[src/rtl/uart_rx_param.sv]
// Parametrised oversampling UART receiver: synchronised input, start-bit glitch
// rejection, configurable width/parity/stop bits, parity/framing flags and break hold-off.
module uart_rx_param #(
    parameter int DATA_BITS  = 8,
    parameter int OVERSAMPLE = 16,
    parameter int PARITY     = 0,
    parameter int STOP_BITS  = 1
) (
    input  logic                 P_CLK,
    input  logic                 reset,
    input  logic                 i_RX,
    input  logic                 i_TICK,
    output logic [DATA_BITS-1:0] o_RX_DATA,
    output logic                 o_RX_VALID,
    output logic                 o_PARITY_ERR,
    output logic                 o_FRAME_ERR,
    output logic                 o_BUSY,
    output logic [2:0]           dbg_state
);
    localparam int TW = $clog2(OVERSAMPLE);
    localparam int BW = $clog2(DATA_BITS + 1);
    localparam logic [TW-1:0] TICK_MID  = TW'(OVERSAMPLE / 2 - 1);
    localparam logic [TW-1:0] TICK_LAST = TW'(OVERSAMPLE - 1);
    localparam logic [BW-1:0] BIT_LAST  = BW'(DATA_BITS - 1);
    localparam logic [BW-1:0] STOP_LAST = BW'(STOP_BITS - 1);

    // dbg_state encoding: 0 IDLE, 1 START, 2 DATA, 3 PARITY, 4 STOP, 5 BREAK
    typedef enum logic [2:0] {
        S_IDLE, S_START, S_DATA, S_PARITY, S_STOP, S_BREAK
    } state_t;

    state_t                 state, state_n;
    logic                   rx_meta, rx_s;
    logic [TW-1:0]          tick_cnt, tick_n;
    logic [BW-1:0]          bit_cnt, bit_n;
    logic [DATA_BITS-1:0]   shreg, shreg_n;
    logic                   par_acc, par_n;
    logic                   perr, perr_n;
    logic                   ferr, ferr_n;
    logic                   commit;

    assign dbg_state = state;

    always_ff @(posedge P_CLK or posedge reset) begin
        if (reset) begin
            rx_meta <= 1'b1;
            rx_s    <= 1'b1;
        end else begin
            rx_meta <= i_RX;
            rx_s    <= rx_meta;
        end
    end

    always_ff @(posedge P_CLK or posedge reset) begin
        if (reset) begin
            state    <= S_IDLE;
            tick_cnt <= '0;
            bit_cnt  <= '0;
            shreg    <= '0;
            par_acc  <= 1'b0;
            perr     <= 1'b0;
            ferr     <= 1'b0;
        end else begin
            state    <= state_n;
            tick_cnt <= tick_n;
            bit_cnt  <= bit_n;
            shreg    <= shreg_n;
            par_acc  <= par_n;
            perr     <= perr_n;
            ferr     <= ferr_n;
        end
    end

    always_comb begin
        state_n = state;
        tick_n  = tick_cnt;
        bit_n   = bit_cnt;
        shreg_n = shreg;
        par_n   = par_acc;
        perr_n  = perr;
        ferr_n  = ferr;
        commit  = 1'b0;
        case (state)
            S_IDLE: begin
                if (!rx_s) begin
                    state_n = S_START;
                    tick_n  = '0;
                end
            end
            S_START: begin
                if (i_TICK) begin
                    if (tick_cnt == TICK_MID) begin
                        // A line that is high again at mid start bit was only a glitch.
                        if (rx_s) begin
                            state_n = S_IDLE;
                        end else begin
                            state_n = S_DATA;
                            tick_n  = '0;
                            bit_n   = '0;
                            par_n   = 1'b0;
                            perr_n  = 1'b0;
                            ferr_n  = 1'b0;
                        end
                    end else begin
                        tick_n = tick_cnt + 1'b1;
                    end
                end
            end
            S_DATA: begin
                if (i_TICK) begin
                    if (tick_cnt == TICK_LAST) begin
                        tick_n  = '0;
                        shreg_n = {rx_s, shreg[DATA_BITS-1:1]};
                        par_n   = par_acc ^ rx_s;
                        if (bit_cnt == BIT_LAST) begin
                            bit_n   = '0;
                            state_n = (PARITY != 0) ? S_PARITY : S_STOP;
                        end else begin
                            bit_n = bit_cnt + 1'b1;
                        end
                    end else begin
                        tick_n = tick_cnt + 1'b1;
                    end
                end
            end
            S_PARITY: begin
                if (i_TICK) begin
                    if (tick_cnt == TICK_LAST) begin
                        tick_n  = '0;
                        bit_n   = '0;
                        perr_n  = (PARITY == 1) ? ~(par_acc ^ rx_s) : (par_acc ^ rx_s);
                        state_n = S_STOP;
                    end else begin
                        tick_n = tick_cnt + 1'b1;
                    end
                end
            end
            S_STOP: begin
                if (i_TICK) begin
                    if (tick_cnt == TICK_LAST) begin
                        tick_n = '0;
                        ferr_n = ferr | ~rx_s;
                        if (bit_cnt == STOP_LAST) begin
                            commit  = 1'b1;
                            bit_n   = '0;
                            state_n = rx_s ? S_IDLE : S_BREAK;
                        end else begin
                            bit_n = bit_cnt + 1'b1;
                        end
                    end else begin
                        tick_n = tick_cnt + 1'b1;
                    end
                end
            end
            S_BREAK: begin
                if (rx_s) state_n = S_IDLE;
            end
            default: state_n = S_IDLE;
        endcase
    end

    // Flags take ferr_n so the final stop sample is included in the same commit.
    always_ff @(posedge P_CLK or posedge reset) begin
        if (reset) begin
            o_RX_DATA    <= '0;
            o_RX_VALID   <= 1'b0;
            o_PARITY_ERR <= 1'b0;
            o_FRAME_ERR  <= 1'b0;
            o_BUSY       <= 1'b0;
        end else begin
            o_RX_VALID <= commit;
            o_BUSY     <= (state_n != S_IDLE);
            if (commit) begin
                o_RX_DATA    <= shreg;
                o_PARITY_ERR <= perr;
                o_FRAME_ERR  <= ferr_n;
            end
        end
    end
endmodule

[config.mk]
export PLATFORM = sky130hd
export DESIGN_NAME = uart_rx_param
export DESIGN_NICKNAME = d
export VERILOG_FILES = /design/src/rtl/uart_rx_param.sv
export SDC_FILE = /design/constraint.sdc
export NUM_CORES = 1
export LEC_CHECK = 0
export ABC_AREA = 1
export BUFFER_PORTS_ARGS = -buffer_cell sky130_fd_sc_hd__buf_2
export CAP_MARGIN = 20
export CORE_MARGIN = 2
export CORE_UTILIZATION = 39
export DETAILED_ROUTE_END_ITERATION = 8
export SLEW_MARGIN = 20
export SYNTH_ARGS = -nofsm -noshare
export SYNTH_HDL_FRONTEND = slang
export SYNTH_SLANG_ARGS = --single-unit
[constraint.sdc]
create_clock -name P_CLK -period 3.5 [get_ports P_CLK]
set_clock_uncertainty 0.05 [all_clocks]
set_input_delay 0.7 -clock P_CLK [delete_from_list [all_inputs] [get_ports P_CLK]]
set_output_delay 0.7 -clock P_CLK [all_outputs]
set_load 0.02 [all_outputs]
**After elaboration in Yosys (flattened, before gate mapping)**

Cells that the tools add are included.

- Register bits after elaboration: 36
- Latch bits: 0
- Memory bits (writable): 0
- Memory bits (read-only): 0
- Input port bits: 4
- Output and inout bits: 15
- Word-level logic and storage cells: 100
- Memories kept: 0

- Add/sub/neg operators: 2
- Multiply operators: 0
- Divide/modulo/power cells: 0
- Order comparisons: 0
- Equality and inequality tests: 18
- Shift operators: 0
- Mux-type cells: 50
- Bitwise logic cells: 3
- Reductions and logical operators: 13

Operators with widths:

| kind | count |
|---|---|
| $mux 4 | 16 |
| $mux 3 | 13 |
| $ne 2x2->1 const B | 9 |
| $pmux 3 s6 | 1 |
| $pmux 4 s4 | 1 |
| $mux 1 | 14 |
| $pmux 4 s3 | 1 |
| $reduce_and 6->1 | 2 |
| $reduce_and 10->1 | 1 |
| $add 4x1->4 const B | 2 |
| $eq 4x3->1 const B | 2 |
| $eq 3x2->1 const B | 2 |
| $eq 3x3->1 const B | 2 |
| $pmux 1 s2 | 3 |
| $reduce_and 3->1 | 2 |
| $reduce_bool 3->1 | 2 |
| $eq 4x4->1 const B | 1 |
| $logic_not 4->1 | 1 |
| $reduce_bool 2->1 | 2 |
| $reduce_bool 4->1 | 1 |
| $eq 3x1->1 const B | 1 |
| $logic_not 3->1 | 1 |
| $reduce_or 3->1 | 1 |
| $mux 2 | 1 |
| 4 further kinds | 4 |

**Logic depth before layout (Yosys ltp)**

Gate-level depths: netlist of run 1.

- Depth in word-level cells: 6
- Mapped depth: 10
- Mapped depth without buffers: 10

**Least setup slack after synthesis of run 1**

Ideal clock, no wire load.

- Kind: in2reg
- Start: input port i_TICK
- End: register o_FRAME_ERR
- Arrival time: 1.445 ns
- Data required time: 3.334 ns
- Slack: 1.889 ns
- Stages: 8
- Path buffers: 1
- Path through: nand4_2 > nor2_1 > inv_2 > nor2_4 > inv_2 > buf_6 > nand2_1 > nand2_1

- Longest elaborated chain between the ends: 2
- Elaborated cells between the ends (all ways): 5

Ends and longest elaborated chain:

| what | RTL line | text |
|---|---|---|
| from (decl) | 12 | `input logic i_TICK,` |
| $mux 1 | 139 | `if (i_TICK) begin` |
| $mux 1 | 83 | `case (state)` |
| via commit | 40 | `logic commit;` |
| to (signal assigned) | 176 | `o_FRAME_ERR <= ferr_n;` |
| to (decl) | 16 | `output logic o_FRAME_ERR,` |

The timed path passes the listed nets, and every way through them passes these cells.
A chain may end at the register's enable or synchronous reset.

**Worst setup path after layout of run 1**

- Start: register tick_cnt[0]
- End: register o_BUSY

- Longest elaborated chain between the ends: 5
- Elaborated cells between the ends (all ways): 12

Ends and longest elaborated chain:

| what | RTL line | text |
|---|---|---|
| from (decl) | 34 | `logic [TW-1:0] tick_cnt, tick_n;` |
| from (signal assigned) | 65 | `tick_cnt <= tick_n;` |
| $eq 4x4->1 or $eq 4x3->1 (tied branches) | -- |  |
| $mux 3 (on tied branches) (2 in series) | -- |  |
| $pmux 3 s6 * | 83 |  |
| via state_n[2] | 32 | `state_t state, state_n;` |
| $reduce_bool 3->1 * | 172 | `o_BUSY <= (state_n != S_IDLE);` |
| to (signal assigned) | 172 |  |
| to (decl) | 17 | `output logic o_BUSY,` |

Mark *: on every way through the listed nets, which the timed path passes. The rest lies on a longest branch.

==> flow_metrics.py, run 1 <==
metrics = {
    "timing": {
        "setup_viol": 0,
        "tightest_slew_ns": 0.649,
        "grt_setup_unrepaired": "no",
        "minimum_period_implied_by_the_final_worst_setup_slack_ns": 1.88,
        "maxSlewViolCount": 0,
        "finalSetupTns_ns": 0,
        "relSlewSlack_pct": 56.7,
        "fin_crit_sh_pct": 53.7,
        "fmaxAchievable_mhz": 532,
        "hold_ws_ns": 0.307,
        "finalHoldViolations": 0,
    },
    "routing": {
        "detailroute.wirelength.met2_um": 1500,
        "post_drt_via_cell_ratio": 4.73,
        "dr.pass1.iters": 6,
        "route.vias.total": 1514,
        "detail_route.wirelength.met1_um": 1870,
        "detailedRoute.firstIterationViolations": 76,
        "top_signal_layer_used": "met4",
        "postRouteAntennaNets": 0,
        "remaining_drc_errors": 0,
        "drt-wirelength-per-cell_um": 11.1,
        "met3_wirelength_um": 150,
        "routed_wl_um": 3550,
    },
    "floorplanning": {
        "die_area_um2": 5430,
        "core_um2": 4690,
        "die_height_um": 73.7,
        "dieWidth_um": 73.7,
        "starting_density_pct": 40.3,
        "rows": 25,
        "io_pins": 19,
    },
    "place": {
        "gp_congestion": 0.952,
        "dp_hpwl_um": 2580,
        "port_buffers": 18,
    },
    "clock_tree": {
        "post_cts_resize_count": 0,
        "max-clock-path-buffers": 2,
        "cts_tree": "done",
        "cts_h_tree_lvls": 2,
        "clock_sinks": 36,
        "cts.reportedPaths.clkPinSlew_ns": 0.07,
        "cts_buffers": 5,
        "ctsRootBufferMaster": "sky130_fd_sc_hd__clkbuf_8",
        "clock_latency_ns": 0.29,
        "cts.repair_timing.setup_buffer_count": 0,
        "ctsHoldBuffers": 0,
    },
    "run": {
        "drv_cap": 0,
    },
    "yosys": {
        "yosysWarnings": 0,
        "synth_sequential_area_ratio_pct": 47.7,
        "edff_count_synth": 0,
        "synth_area_leaders": "sky130_fd_sc_hd__dfrtp_1 45%, sky130_fd_sc_hd__nand2_1 17%, sky130_fd_sc_hd__inv_1 5.9%",
        "post_synth_top_area_share_pct": 44.9,
        "synth-async-reset-ratio_pct": 100,
        "ys_seq_elements": 36,
        "post-synth-top-count-cell": "sky130_fd_sc_hd__nand2_1",
        "netlist-cell-type-count": 27,
        "synth_area_leader_cell": "sky130_fd_sc_hd__dfrtp_1",
        "ys_top_cells_by_count": "84 x sky130_fd_sc_hd__nand2_1, 34 x sky130_fd_sc_hd__dfrtp_1, 30 x sky130_fd_sc_hd__inv_1, 21 x sky130_fd_sc_hd__nand3_1",
        "synth_area_um2": 1890,
        "synthesis.nets": 251,
        "synth_top_flop_cell": "sky130_fd_sc_hd__dfrtp_1",
        "syn-mean-instance-area_um2": 7.76,
        "gate_count_of_the_mapped_netlist": 244,
    },
    "layout": {
        "layout-drive-gt1-share_pct": 19.5,
        "finalNetCount": 272,
        "ant_diodes": 0,
        "layout-area-overhead-vs-synth_pct": 13.0,
    },
    "grt": {
        "grt_max_degree": 37,
        "grt_use_total_pct": 15.3,
        "initial_antenna_violation_count": 0,
        "first_global_vias": 1365,
        "grt_pass1_wl_um": 6350,
        "grt_remaining_overflow": 0,
    },
    "worst_setup_path": {
        "slowest_delay_ns": 0.55,
        "cp_num_cells": 7,
        "critPathCapture": "o_BUSY",
        "number_of_buffer_and_inverter_stages_on_the_critical_path": 0,
        "timing.critical_path.required_ns": 3.67,
        "criticalPathCategory": "reg2reg",
        "critical_path.startpoint_type": "flop",
        "slowest_cell_on_the_critical_path": "sky130_fd_sc_hd__nor2_2",
        "worst_r2r_path_depth": 7,
        "crit_start": "tick_cnt[0]",
        "worst_r2r_endpoint": "o_BUSY",
        "cp-end-kind": "flop",
        "cp.arrival_ns": 2.06,
        "critical-path-top-cell-by-count": "sky130_fd_sc_hd__nand2_1",
        "critPathTopFamily": "simple AND/OR/NAND/NOR gates",
        "critical_path.reg2reg.startpoint": "tick_cnt[0]",
        "timing.critical_path.cells": "ha_1 > nand4_2 > nor2_2 > nand2_1 > nand3_1 > nor2_1 > nand2_1",
        "path_max_fanout": 18,
        "register_to_register_setup_slack_ns": 1.62,
    },
    "power": {
        "areal_power_density_over_the_cells_nw_per_um2": 598,
        "vdd_ir_drop_max_mv": 0.233,
        "leakage_uw": 0.00115,
    },
    "status": {
        "run_status": "finished clean",
    },
    "min_path": {
        "path_class_of_the_lowest_slack_min_delay_path": "reg2reg",
    },
}
-- worst min-delay path by stage --
stage / start / endpoint / slack (ns) / cells after the start
floorplan: rx_meta / rx_s / 0.30 / 0
global placement: rx_meta / rx_s / 0.30 / 0
detailed placement: rx_meta / rx_s / 0.30 / 0
CTS: rx_meta / rx_s / 0.31 / 0
global route: rx_meta / rx_s / 0.31 / 0
finish: rx_meta / rx_s / 0.31 / 0
-- stage by stage --
step / total power [uW] / instance area [um^2] / instances / utilization [%] / worst slack [ns]
after global routing: 1380 / 2140 / 320 / 45.6 / 1.39
after global placement: 927 / 2030 / 312 / 43.2 / 1.49
final: 1280 / 2140 / 320 / 45.6 / 1.62
after floorplan: 846 / 1890 / 244 / - / 1.89
after detailed placement: 928 / 2030 / 312 / 43.2 / 1.46
after CTS: 1290 / 2140 / 320 / 45.6 / 1.61
-- final cells by class --
cell class | instances | area (um^2)
fill | 466 | 2550
sequential | 36 | 903
multi-input combinational | 167 | 823
inverter | 36 | 135
timing repair buffer | 19 | 97.6
clock buffer | 5 | 68.8
tap | 54 | 67.6
clock inverter | 3 | 42.5
-- report_power, final --
group          internal, uW  leakage (uW)  switching [uW]
Clock                   211     0.0000541             150
Sequential              487      0.000431            77.3
Combinational           131      0.000666             223
Total                   829       0.00115             450
-- flip-flops by register name, summed over array words and instances, names as in the netlist --
register / count
o_RX_DATA: 8
shreg: 8
bit_cnt: 4
tick_cnt: 4
dbg_state: 3
ferr: 1
o_BUSY: 1
o_FRAME_ERR: 1
o_PARITY_ERR: 1
o_RX_VALID: 1
par_acc: 1
perr: 1
rx_meta: 1
rx_s: 1
-- cells in the final DEF (no fill, tap or decap), types with 2 or more instances in the layout --
cell type	count
sky130_fd_sc_hd__o21ai_1	13
sky130_fd_sc_hd__nand4_1	2
sky130_fd_sc_hd__inv_1	30
sky130_fd_sc_hd__nor2_1	13
sky130_fd_sc_hd__o21ai_2	8
sky130_fd_sc_hd__nor2_4	2
sky130_fd_sc_hd__dfrtp_1	34
sky130_fd_sc_hd__a21oi_1	2
sky130_fd_sc_hd__nand2_1	84
sky130_fd_sc_hd__dfstp_2	2
sky130_fd_sc_hd__nand3_1	21
sky130_fd_sc_hd__clkbuf_8	5
sky130_fd_sc_hd__ha_1	3
sky130_fd_sc_hd__o21ai_0	5
sky130_fd_sc_hd__inv_2	6
sky130_fd_sc_hd__xor2_1	3
sky130_fd_sc_hd__buf_2	18
sky130_fd_sc_hd__nor2_2	2
-- logic make-up after synthesis --
family | after synthesis | synth area share (%)
adders and majority gates | 3 | 1.98
AOI/OAI and AO/OA | 28 | 8.99
DFF | 36 | 47.7
and+or+nand+nor | 132 | 30.7
xor gates and xnor gates | 4 | 1.85
buffers and inverters | 41 | 8.79
-- worst register-to-register path, cell delays in order, from the launching register on --
cell and delay (ns):
sky130_fd_sc_hd__dfrtp_1 0.44, sky130_fd_sc_hd__ha_1 0.25, sky130_fd_sc_hd__nand4_2 0.19, sky130_fd_sc_hd__nor2_2 0.55, sky130_fd_sc_hd__nand2_1 0.10, sky130_fd_sc_hd__nand3_1 0.13
sky130_fd_sc_hd__nor2_1 0.05, sky130_fd_sc_hd__nand2_1 0.05
-- routing by layer --
metal / track usage, % / vias to the layer above
met3: 4.80 / 2
met1: 21.6 / 678
li1: - / 800
met5: 0 / -
met4: 5.45 / 0
met2: 22.0 / 34
Note: power is estimated with default switching activity, not from simulation.
==> run 2: changes to the inputs <==
ABC_AREA = 0   (was 1)
clock period = 1.5 ns   (was 3.5 ns; I/O delays follow)
==> run 2 against run 1 <==
The run now ends with negative setup slack left. Register-to-register slack got worse by 1.9 ns. Sequential power is 120% higher. Cell count fell by 12%. Core utilization increased by 15 points. First-iteration DRC count decreased by 7.9%. Clock power rose by 110%. Wire length rose by 29%. Global-route usage grew 2.9 points. Die area fell by 3.7%. Via count grew 2.9%. Sequential cell count unchanged. Sequential share of layout area decreased by 8.5 points. Critical endpoint is now bit_cnt[3]. Largest cell class is now multi-input combinational cells.
==> flow_metrics.py, run 2 <==
metrics = {
    "floorplanning": {
        "die_height_um": 72.3,
        "rows": 24,
        "starting_density_pct": 41.2,
        "die_area_um2": 5230,
        "dieWidth_um": 72.3,
        "io_pins": 19,
        "core_um2": 4410,
    },
    "timing": {
        "minimum_period_implied_by_the_final_worst_setup_slack_ns": 1.75,
        "finalWorstSetupSlack_ns": -0.250,
        "maxSlewViolCount": 0,
        "finalSetupTns_ns": -2.94,
        "finalHoldViolations": 0,
        "grt_setup_unrepaired": "yes",
        "tightest_slew_ns": 0.445,
        "fmaxAchievable_mhz": 571,
        "setup_viol": 26,
        "fin_crit_sh_pct": 117,
        "relSlewSlack_pct": 70.3,
        "hold_ws_ns": 0.0508,
    },
    "clock_tree": {
        "cts_h_tree_lvls": 2,
        "clock_sinks": 36,
        "ctsRootBufferMaster": "sky130_fd_sc_hd__clkbuf_8",
        "cts_tree": "done",
        "max-clock-path-buffers": 2,
        "cts.reportedPaths.clkPinSlew_ns": 0.07,
        "clock_latency_ns": 0.29,
        "cts_buffers": 5,
        "ctsHoldBuffers": 0,
    },
    "layout": {
        "largestRegisters": "o_RX_DATA x8, shreg x8",
        "finalNetCount": 236,
        "fill_cells": 351,
        "post_layout_nonfiller_instances": 282,
        "ant_diodes": 0,
        "finish.utilization_pct": 60.8,
        "final_common_cell": "sky130_fd_sc_hd__buf_4",
        "layout-area-overhead-vs-synth_pct": 47.5,
        "finish.instance_area_um2": 2680,
        "layout-drive-gt1-share_pct": 57.8,
        "mostFrequentLayoutCells": "35 x sky130_fd_sc_hd__buf_4, 32 x sky130_fd_sc_hd__dfrtp_1, 18 x sky130_fd_sc_hd__buf_2",
    },
    "routing": {
        "dr.pass1.iters": 4,
        "routed_wl_um": 4570,
        "drt-wirelength-per-cell_um": 16.2,
        "post_drt_via_cell_ratio": 5.52,
        "postRouteAntennaNets": 0,
        "detailedRoute.firstIterationViolations": 70,
        "remaining_drc_errors": 0,
        "route.vias.total": 1558,
    },
    "grt": {
        "grt_max_degree": 37,
        "grt_use_total_pct": 18.2,
        "grt_remaining_overflow": 0,
        "grt_pass1_wl_um": 7420,
        "initial_antenna_violation_count": 0,
        "first_global_vias": 1621,
    },
    "place": {
        "post_placement_cell_area_um2": 2220,
        "dp_hpwl_um": 3050,
        "gp_congestion": 0.863,
        "port_buffers": 18,
        "dp.cells": 263,
    },
    "power": {
        "internal_cell_power_uw": 2390,
        "clock_group_share_of_total_power_pct": 20.0,
        "switchingPower_uw": 1360,
        "areal_power_density_over_the_cells_nw_per_um2": 1400,
        "share_comb_of_total_power_pct": 47.0,
        "leakage_uw": 0.00126,
        "pwr-share-seq_pct": 32.9,
        "switching_fraction_of_total_power_pct": 36.3,
        "vdd_ir_drop_max_mv": 0.564,
    },
    "worst_setup_path": {
        "critical_path.startpoint_type": "flop",
        "criticalPathCategory": "reg2reg",
        "cp-end-kind": "flop",
        "worst_r2r_path_depth": 6,
        "timing.critical_path.required_ns": 1.62,
        "cp.arrival_ns": 1.87,
        "path_max_fanout": 5,
    },
    "yosys": {
        "yosysWarnings": 0,
        "post_synth_top_area_share_pct": 46.8,
        "synth-async-reset-ratio_pct": 100,
        "edff_count_synth": 0,
        "synth_top_flop_cell": "sky130_fd_sc_hd__dfrtp_1",
        "ys_seq_elements": 36,
        "synth_area_um2": 1820,
        "syn-mean-instance-area_um2": 11.0,
        "synth_sequential_area_ratio_pct": 49.7,
        "gate_count_of_the_mapped_netlist": 166,
        "ys_top_cells_by_count": "34 x sky130_fd_sc_hd__dfrtp_1, 16 x sky130_fd_sc_hd__mux2_2, 10 x sky130_fd_sc_hd__inv_1, 10 x sky130_fd_sc_hd__o21ai_0",
        "synth_area_leaders": "sky130_fd_sc_hd__dfrtp_1 47%, sky130_fd_sc_hd__mux2_2 9.9%, sky130_fd_sc_hd__dfstp_2 2.9%",
        "netlist-cell-type-count": 51,
        "post-synth-top-count-cell": "sky130_fd_sc_hd__dfrtp_1",
        "synth_area_leader_cell": "sky130_fd_sc_hd__dfrtp_1",
        "synthesis.nets": 173,
    },
    "run": {
        "drv_cap": 0,
    },
    "status": {
        "violations_in_the_final_reports": "negative setup slack",
        "run_status": "complete, but fails checks",
    },
    "min_path": {
        "path_class_of_the_lowest_slack_min_delay_path": "in2async",
    },
}
-- run 2: final timing paths --
kind                                end         start  slack, ns
max                          bit_cnt[3]  dbg_state[1]      -0.25
min                          bit_cnt[1]         reset       0.05
max reg2reg                  bit_cnt[3]  dbg_state[1]      -0.25
min reg2reg                        rx_s       rx_meta       0.30
max in group asynchronous  dbg_state[0]         reset       1.00
min in group P_CLK              rx_meta          i_RX       0.06
-- run 2: cell type report --
cell class | instances | area [um^2] | area share, %
Tap cell | 52 | 65.1 | 2.42
Clock buffer | 8 | 100 | 3.73
Inverter | 10 | 37.5 | 1.40
Multi-Input combinational cell | 112 | 1100 | 40.9
Timing Repair Buffer | 64 | 477 | 17.8
Sequential cell | 36 | 906 | 33.8
-- run 2: what timing repair did --
item / 4_1_cts / 5_1_grt
gates resized for setup: 27 / 37
pin swaps: 6 / 20
setup buffers: 3 / 10
cloned: 0 / 0
setup endpoints to repair: 31 / 32
endpoints found under the hold margin: 0 / 0
-- run 2: power by group through the flow --
stage               Combinational [uW]  Clock (uW)  Sequential [uW]
CTS                               1420         769             1230
finish                            1760         752             1230
global route                      1890         812             1250
detailed placement                1250           0             1230
floorplan                          766           0             1260
global placement                  1200           0             1220
-- run 2: per-stage QoR --
stage	worst slack [ns]	power, uW
after floorplan	-0.254	2030
after global placement	-0.248	2420
after detailed placement	-0.392	2480
after CTS	-0.195	3420
after global routing	-0.289	3950
final	-0.250	3750
-- run 2: cells by family (layout without fill, tap and decap cells) --
logic type,Yosys count,count (layout),share of synthesized area [%]
xor gates and xnor gates,3,3,1.44
adders and majority gates,3,3,2.06
DFF,36,36,49.7
buffers and inverters,18,82,4.61
muxes,19,19,11.6
and+or+nand+nor,51,51,17.3
AOI/OAI and AO/OA,36,36,13.3
-- run 2: worst max-delay path, stage by stage, from the launching register on --
cell	delay (ns)
sky130_fd_sc_hd__dfrtp_2	0.46
sky130_fd_sc_hd__buf_4	0.16
sky130_fd_sc_hd__nor4b_2	0.36
sky130_fd_sc_hd__nor4_2	0.08
sky130_fd_sc_hd__buf_4	0.16
sky130_fd_sc_hd__a221oi_2	0.25
sky130_fd_sc_hd__o22ai_1	0.10
-- run 2: metal layers --
metal  vias up  routed length (um)  global-route usage, %
met5         -                   0                      0
met4         0                 106                   7.13
met3        13                 148                   3.33
met2        33                2390                   32.1
met1       782                1920                   22.0
li1        730                   -                      -
==> run 3: changes to the inputs <==
==> constraint.sdc (replaced) <==
create_clock -name P_CLK -period 1.5 [get_ports P_CLK]
set_clock_uncertainty 0.05 [all_clocks]
set_input_delay 0.15 -clock P_CLK [delete_from_list [all_inputs] [get_ports P_CLK]]
set_output_delay 0.15 -clock P_CLK [all_outputs]
set_load 0.02 [all_outputs]
==> run 3 against run 2 <==
The run still ends with negative setup slack left. Highest routed layer unchanged. Hold slack improved by 0.25 ns. Combinational power increased by 18%. Largest cell class unchanged. Register-to-register slack improved by 0.02 ns. Sequential power about the same. Total power increased by 9.0%. First-iteration DRC count increased by 19%. Setup slack improved by 0.017 ns. Via count increased by 6.2%. Sequential cell count unchanged. Count of clock-buffer cells in the layout unchanged. Critical path depth decreased by 2. Design area increased by 11%.
==> flow_metrics.py, run 3 (synthesized netlist as in run 2, its figures left out) <==
metrics = {
    "status": {
        "run_status": "complete, but fails checks",
        "violations_in_the_final_reports": "negative setup slack",
    },
    "routing": {
        "postRouteAntennaNets": 0,
        "post_drt_via_cell_ratio": 5.50,
        "routed_wl_um": 5310,
        "remaining_drc_errors": 0,
        "drt-wirelength-per-cell_um": 17.6,
        "route.vias.total": 1655,
        "detailedRoute.firstIterationViolations": 83,
        "dr.pass1.iters": 4,
    },
    "timing": {
        "minimum_period_implied_by_the_final_worst_setup_slack_ns": 1.73,
        "tightest_slew_ns": 0.466,
        "finalHoldViolations": 0,
        "maxSlewViolCount": 0,
        "finalSetupTns_ns": -4.77,
        "relSlewSlack_pct": 69.0,
        "fmaxAchievable_mhz": 577,
        "finalWorstSetupSlack_ns": -0.233,
        "grt_setup_unrepaired": "yes",
        "setup_viol": 29,
        "fin_crit_sh_pct": 116,
    },
    "clock_tree": {
        "cts.reportedPaths.clkPinSlew_ns": 0.08,
        "cts_tree": "done",
        "cts_buffers": 5,
        "clock_latency_ns": 0.29,
        "clock_sinks": 36,
        "ctsRootBufferMaster": "sky130_fd_sc_hd__clkbuf_8",
        "max-clock-path-buffers": 2,
        "cts_h_tree_lvls": 2,
    },
    "place": {
        "gp_congestion": 0.876,
        "port_buffers": 18,
        "dp_hpwl_um": 3040,
        "dp.cells": 262,
    },
    "worst_setup_path": {
        "timing.critical_path.cells": "or4b_4 > nand2b_4 > a221oi_2 > o22ai_1",
        "cp-end-kind": "flop",
        "criticalPathCategory": "reg2reg",
        "path_max_fanout": 4,
        "critical_path.startpoint_type": "flop",
        "slowest_delay_ns": 0.60,
        "number_of_buffer_and_inverter_stages_on_the_critical_path": 0,
        "slowest_cell_on_the_critical_path": "sky130_fd_sc_hd__or4b_4",
        "critPathTopFamily": "simple AND/OR/NAND/NOR gates",
        "timing.critical_path.required_ns": 1.62,
        "cp.arrival_ns": 1.85,
    },
    "floorplanning": {
        "core_um2": 4410,
        "die_area_um2": 5230,
        "rows": 24,
        "io_pins": 19,
        "dieWidth_um": 72.3,
        "die_height_um": 72.3,
        "starting_density_pct": 41.2,
    },
    "layout": {
        "ant_diodes": 0,
        "largestRegisters": "o_RX_DATA x8, shreg x8",
        "post_layout_nonfiller_instances": 301,
        "finish.utilization_pct": 67.5,
        "layout-drive-gt1-share_pct": 63.5,
        "layout-area-overhead-vs-synth_pct": 63.9,
        "mostFrequentLayoutCells": "43 x sky130_fd_sc_hd__buf_4, 32 x sky130_fd_sc_hd__dfrtp_1, 18 x sky130_fd_sc_hd__buf_2",
        "finalNetCount": 255,
        "final_common_cell": "sky130_fd_sc_hd__buf_4",
    },
    "power": {
        "post-layout-total-power_uw": 4090,
        "areal_power_density_over_the_cells_nw_per_um2": 1370,
        "vdd_ir_drop_max_mv": 0.701,
        "leakage_uw": 0.00141,
    },
    "grt": {
        "grt_use_total_pct": 20.6,
        "first_global_vias": 1707,
        "grt_remaining_overflow": 0,
        "grt_pass1_wl_um": 8150,
        "initial_antenna_violation_count": 0,
        "grt_max_degree": 37,
    },
    "min_path": {
        "path_class_of_the_lowest_slack_min_delay_path": "reg2reg",
    },
    "run": {
        "drv_cap": 0,
    },
}
## run 3: cell count changes in the layout (fill, tap and decap cells not counted), sizes merged
cell	previous run	this run
buf	64	81
dlygate4sd3	0	2
## run 3: where the power goes
part	internal, uW	switching (uW)	leakage, uW
logic	1080	998	0.000889
registers	1100	134	0.000468
clock network	420	355	0.0000515
## run 3: worst paths after layout
kind | from | to | slack, ns | depth (start not counted)
min in group asynchronous | reset | o_RX_DATA[0] | 0.46 | 4
max | tick_cnt[3] | bit_cnt[3] | -0.23 | 4
max in group asynchronous | reset | dbg_state[0] | 0.59 | 4
min | rx_meta | rx_s | 0.30 | 0
min reg2reg | rx_meta | rx_s | 0.30 | 0
max reg2reg | tick_cnt[3] | bit_cnt[3] | -0.23 | 4
## run 3: final cells by class
cell class                      instances  area [um^2]
Fill cell                             300         1430
Timing Repair Buffer                   83          699
Inverter                               10         37.5
Clock buffer                            8          100
Multi-Input combinational cell        112         1170
Tap cell                               52         65.1
Sequential cell                        36          906
## run 3: layer usage
metal | share of wire, % | track usage [%] | wire [um] | vias up
li1 | - | - | - | 771
met1 | 40 | 24.2 | 2120 | 843
met2 | 56 | 37.1 | 2950 | 31
met3 | 3.0 | 4.17 | 158 | 10
met4 | 1.5 | 7.55 | 78 | 0
met5 | 0 | 0 | 0 | -
## run 3: what timing repair did
item                       in CTS  in global routing
pin swaps                      15                 20
gates resized for setup        51                 43
setup endpoints to repair      32                 32
gates cloned                    1                  0
hold endpoints to repair       35                  0
buffers inserted               16                 13
hold buffers                    2                  0
## run 3: stage by stage
stage / setup WS [ns] / cell area [um^2] / hold slack [ns]
finish: -0.233 / 2980 / 0.303
floorplan: -0.254 / 1870 / 0.104
CTS: -0.292 / 2730 / 0.308
global route: -0.322 / 2980 / 0.316
global placement: -0.240 / 2230 / 0.206
detailed placement: -0.353 / 2230 / 0.206
## run 3: worst register-to-register path: stages (launching register included)
cell	delay, ns
sky130_fd_sc_hd__dfrtp_1	0.41
sky130_fd_sc_hd__or4b_4	0.60
sky130_fd_sc_hd__nand2b_4	0.19
sky130_fd_sc_hd__a221oi_2	0.24
sky130_fd_sc_hd__o22ai_1	0.12
